$ cat src/rtl/recir_link_ctrl.sv
// Recirculation select controller: holds the phy_tx recirculation stage active while the
// lane trains on IDLE_WORD, releases it at a word boundary once locked, and falls back on loss.
module recir_link_ctrl #(
    parameter int                DATA_W    = 32,
    parameter logic [DATA_W-1:0] IDLE_WORD = DATA_W'(32'hBCBC_BCBC),
    parameter int                LOCK_CNT  = 4,
    parameter int                TIMEOUT   = 16,
    parameter int                CNT_W     = 5
) (
    input  logic              clk,
    input  logic              reset,
    input  logic              enable,
    input  logic              force_recir,
    input  logic              valid_in,
    input  logic [DATA_W-1:0] data_in,
    output logic              active,
    output logic              locked,
    output logic              link_lost,
    output logic [1:0]        state_o
);

    typedef enum logic [1:0] {
        RECIR     = 2'b00,
        PEND_PASS = 2'b01,
        PASS      = 2'b10,
        ILLEGAL   = 2'b11
    } state_t;

    localparam logic [CNT_W-1:0] LOCK_LAST = CNT_W'(LOCK_CNT - 1);
    localparam logic [CNT_W-1:0] TO_LAST   = CNT_W'(TIMEOUT - 1);

    function automatic logic [CNT_W-1:0] sat_inc(input logic [CNT_W-1:0] c);
        return (c == '1) ? c : c + 1'b1;
    endfunction

    state_t           state, state_n;
    logic [CNT_W-1:0] good_cnt, good_n;
    logic [CNT_W-1:0] idle_cnt, idle_n;
    logic             lost_n;
    logic             is_idle;

    always_comb begin
        state_n = state;
        good_n  = good_cnt;
        idle_n  = idle_cnt;
        lost_n  = 1'b0;
        is_idle = valid_in && (data_in == IDLE_WORD);
        if (!enable || force_recir) begin
            state_n = RECIR;
            good_n  = '0;
            idle_n  = '0;
        end else begin
            case (state)
                RECIR: begin
                    idle_n = '0;
                    if (is_idle) begin
                        if (good_cnt >= LOCK_LAST) begin
                            state_n = PEND_PASS;
                            good_n  = '0;
                        end else begin
                            good_n = sat_inc(good_cnt);
                        end
                    end else if (valid_in) begin
                        good_n = '0;
                    end
                end
                // Only switch paths on a gap or an IDLE word so no payload word is split.
                PEND_PASS: begin
                    good_n = '0;
                    if (!valid_in || is_idle) begin
                        state_n = PASS;
                        idle_n  = '0;
                    end
                end
                PASS: begin
                    good_n = '0;
                    if (valid_in) begin
                        idle_n = '0;
                    end else if (idle_cnt >= TO_LAST) begin
                        state_n = RECIR;
                        idle_n  = '0;
                        lost_n  = 1'b1;
                    end else begin
                        idle_n = sat_inc(idle_cnt);
                    end
                end
                default: begin
                    state_n = RECIR;
                    good_n  = '0;
                    idle_n  = '0;
                end
            endcase
        end
    end

    // Outputs are registered from the next state, so they follow the state register exactly.
    always_ff @(posedge clk) begin
        if (reset) begin
            state     <= RECIR;
            good_cnt  <= '0;
            idle_cnt  <= '0;
            link_lost <= 1'b0;
            active    <= 1'b1;
            locked    <= 1'b0;
            state_o   <= 2'b00;
        end else begin
            state     <= state_n;
            good_cnt  <= good_n;
            idle_cnt  <= idle_n;
            link_lost <= lost_n;
            active    <= (state_n != PASS);
            locked    <= (state_n == PASS);
            state_o   <= state_n;
        end
    end

endmodule
$ cat config.mk
export PLATFORM = sky130hd
export DESIGN_NAME = recir_link_ctrl
export DESIGN_NICKNAME = d
export VERILOG_FILES = /design/src/rtl/recir_link_ctrl.sv
export SDC_FILE = /design/constraint.sdc
export NUM_CORES = 1
export LEC_CHECK = 0
export CORE_MARGIN = 2
export CORE_UTILIZATION = 36
export DETAILED_ROUTE_END_ITERATION = 8
export PLACE_DENSITY = 0.79
export SETUP_SLACK_MARGIN = 0.02
export SLEW_MARGIN = 40
export SYNTH_ARGS = -nofsm -noshare
export SYNTH_HDL_FRONTEND = slang
export SYNTH_SLANG_ARGS = --single-unit
$ cat constraint.sdc
create_clock -name clk -period 1.78 [get_ports clk]
set_clock_uncertainty 0.1 [all_clocks]
set_input_delay 0.534 -clock clk [delete_from_list [all_inputs] [get_ports clk]]
set_output_delay 0.534 -clock clk [all_outputs]
set_load 0.05 [all_outputs]
==> metrics, run 1 <==
Detail Route Antenna Nets=0; instance count of the mapped netlist=100; Synth Register Bits=15; Max Root-Sink Buffers=2; Power Internal=481 uW; Synth Flop Type=dfxtp_1; RD Place Congestion=0.758; post-synthesis sequential area ratio=0.341; antenna violations before repair=0; WL/cell=16.5 um; worst r2r path cells=6; hpwl dp=1.88 mm; CP Capture Type=flop; Clock Power Share=0.326; WHS Path Cells=2; die width=53.4 um; CTS H-Tree Depth=1; placed cells=176; Sw Share=0.245; Tcrit/Tclk final=0.983; mean area per synthesized cell=8.80 um2; core region area=2250 um2; vias per cell=5.76; Tightest Hold Check Type=reg2reg; Max IR drop VDD=339 uV; Cell Count, Final, Fillers Out=184; die height=53.4 um; Final Critical Period=1.75 ns; Worst-path clk slew=0.10 ns; Ys Warns=0; share of layout cells above drive strength 1=0.429; post-synth cell types=31; # setup viols final=0; TNS Setup=0 ns; worst relative slew slack=0.748; I/O pin count=42; via count=1060; Worst-Margin Slew=0.378 ns; CP Launch Type=flop; most frequent cells in the layout=dlygate4sd2_1 (15), dfxtp_1 (12), buf_2 (11), buf_4 (11), clkdlybuf4s15_1 (8); leakage power=0.640 nW; crit-path cells=ha_1, and3_1, ha_2, and2_1, o21ai_0, a21oi_1; Post-Syn Area=880 um2; Net Switching=156 uW; setup slack at placement=-0.573 ns; family with the most delay on the worst path=adder cells; Post-synth EDFFs=0; Crit path depth=6; routed wire length=3.04 mm; Net count, final=199; Cell Rows=17; worst-skew pair later-pin latency=0.29 ns; first-pass GRT wire length=4.68 mm; status=completed; Post-route DRC=0; CTS buffer count=3; WP data arrival=1.83 ns; Buf/Inv on CP=0; fin. max-slew vios=0; Worst EP required=1.86 ns; # hold bufs at CTS=0; max frequency=571 MHz; Worst Path Max Fanout=6; GR Util All Layers=0.224; CP peak stage delay=0.36 ns; largest net degree at the start of global routing=12; sequential power share=0.526; diode count=0; unrepaired setup endpoints after global routing=yes; Clock Tree Root=clkbuf_4; Crit-path slowest cell=dfxtp_2; Area Overhead vs Synth=81.4%; Initial Util=0.390; final worst slack=0.0296 ns; vias in the first global route=1022; commonest non-fill, non-tap cell in the layout=dlygate4sd2_1; Comb power frac=0.148; maxcap violations=0; Pwr Density=399 nW/um2; die area=2850 um2; CTS sink cnt=15; I/O Buffers=41; ys async rst share=0; Setup CP Type=reg2reg; Initial DRC Count=19; syn_nets=142; remaining global-route overflow=0; drt pass-1 iters=4; CTS tree=done; final-report hold violation count=0; Total Power=637 uW
## flip-flops by register name, summed over array words and instances, names as in the netlist
name       count
locked         1
link_lost      1
idle_cnt       5
state          2
active         1
good_cnt       5
## final timing paths
check	endpoint	slack (ns)	from
worst min register to register	good_cnt[3]$_SDFFE_PP0P_	0.37	good_cnt[3]$_SDFFE_PP0P_
worst min-delay path	good_cnt[3]$_SDFFE_PP0P_	0.37	good_cnt[3]$_SDFFE_PP0P_
worst max-delay path	good_cnt[0]$_SDFFE_PP0P_	0.03	good_cnt[0]$_SDFFE_PP0P_
worst max register to register	good_cnt[0]$_SDFFE_PP0P_	0.03	good_cnt[0]$_SDFFE_PP0P_
## synth_stat cells (all sizes together) (2+ instances only)
cell | number | area (um2)
dfxtp | 15 | 300
a21oi | 10 | 50.1
nand2 | 7 | 28.8
inv | 6 | 22.5
nand4b | 6 | 52.6
o21ai | 6 | 30.0
ha | 5 | 62.6
nand2b | 4 | 25.0
nand4bb | 4 | 45.0
nor3b | 4 | 30.0
a211oi | 3 | 27.5
nand3 | 3 | 15.0
nor2 | 3 | 11.3
nor4 | 3 | 31.3
a31oi | 2 | 12.5
and2 | 2 | 12.5
and3 | 2 | 12.5
clkbuf | 2 | 7.51
nand4 | 2 | 12.5
o21a | 2 | 15.0
or3 | 2 | 12.5
## timing repair
action,CTS,global route
resized for setup,87,27
cloned,0,0
setup buffers,3,2
endpoints found under the setup margin,14,12
pin swaps,20,13
## power by group through the flow
stage / logic, mW / registers, mW / clock network (mW)
after floorplan: 0.0191 / 0.343 / 0
after global placement: 0.104 / 0.343 / 0
after detailed placement: 0.107 / 0.343 / 0
after CTS: 0.0897 / 0.335 / 0.206
after global routing: 0.101 / 0.335 / 0.220
final: 0.0945 / 0.335 / 0.208
## worst min-delay path, cell delays in order (launching register included)
cell and delay [ns]:
dfxtp_1 0.34, inv_1 0.06, a211oi_1 0.04
## area by class of cell
class                           count  area [um2]
Multi-Input combinational cell     77         712
Fill cell                         197         659
Sequential cell                    15         304
Inverter                            6        22.5
Clock buffer                        3        22.5
Clock inverter                      1        5.00
Timing Repair Buffer               54         494
Tap cell                           28        35.0
## routing by layer
layer | vias to the layer above | part of all wire | global-route usage
met3 | 12 | 0.044 | 0.0395
met5 | - | 0 | 0
met1 | 506 | 0.43 | 0.285
li1 | 495 | - | -
met2 | 47 | 0.49 | 0.379
met4 | 0 | 0.028 | 0.0684
## cell families (layout without fill, tap and decap cells)
logic type	Yosys count	count (layout)	share of synthesized area
and+or+nand+nor	46	46	0.367
AOI/OAI and AO/OA	25	25	0.175
DFF	15	15	0.341
buffers and inverters	8	64	0.0341
adders and majority gates	5	5	0.0711
muxes	1	1	0.0114
## per-stage QoR
stage                     cell area [um2]   util  hold slack, ns
after global routing                 1600  0.708           0.399
after floorplan                       882      -           0.318
final                                1600  0.708           0.372
after detailed placement             1440  0.638           0.350
after CTS                            1490  0.661           0.364
after global placement               1440  0.638           0.328
No activity file was read; power rests on OpenSTA's default activity.
==> inputs of run 2 (changes only) <==
--- a/config.mk
+++ b/config.mk
@@ -5,6 +5,7 @@
 export SDC_FILE = /design/constraint.sdc
 export NUM_CORES = 1
 export LEC_CHECK = 0
+export CAP_MARGIN = 20
 export CORE_MARGIN = 2
 export CORE_UTILIZATION = 36
 export DETAILED_ROUTE_END_ITERATION = 8
==> results of run 2 <==
Same layout as run 1: the final DEF is identical, and so are final timing and power.
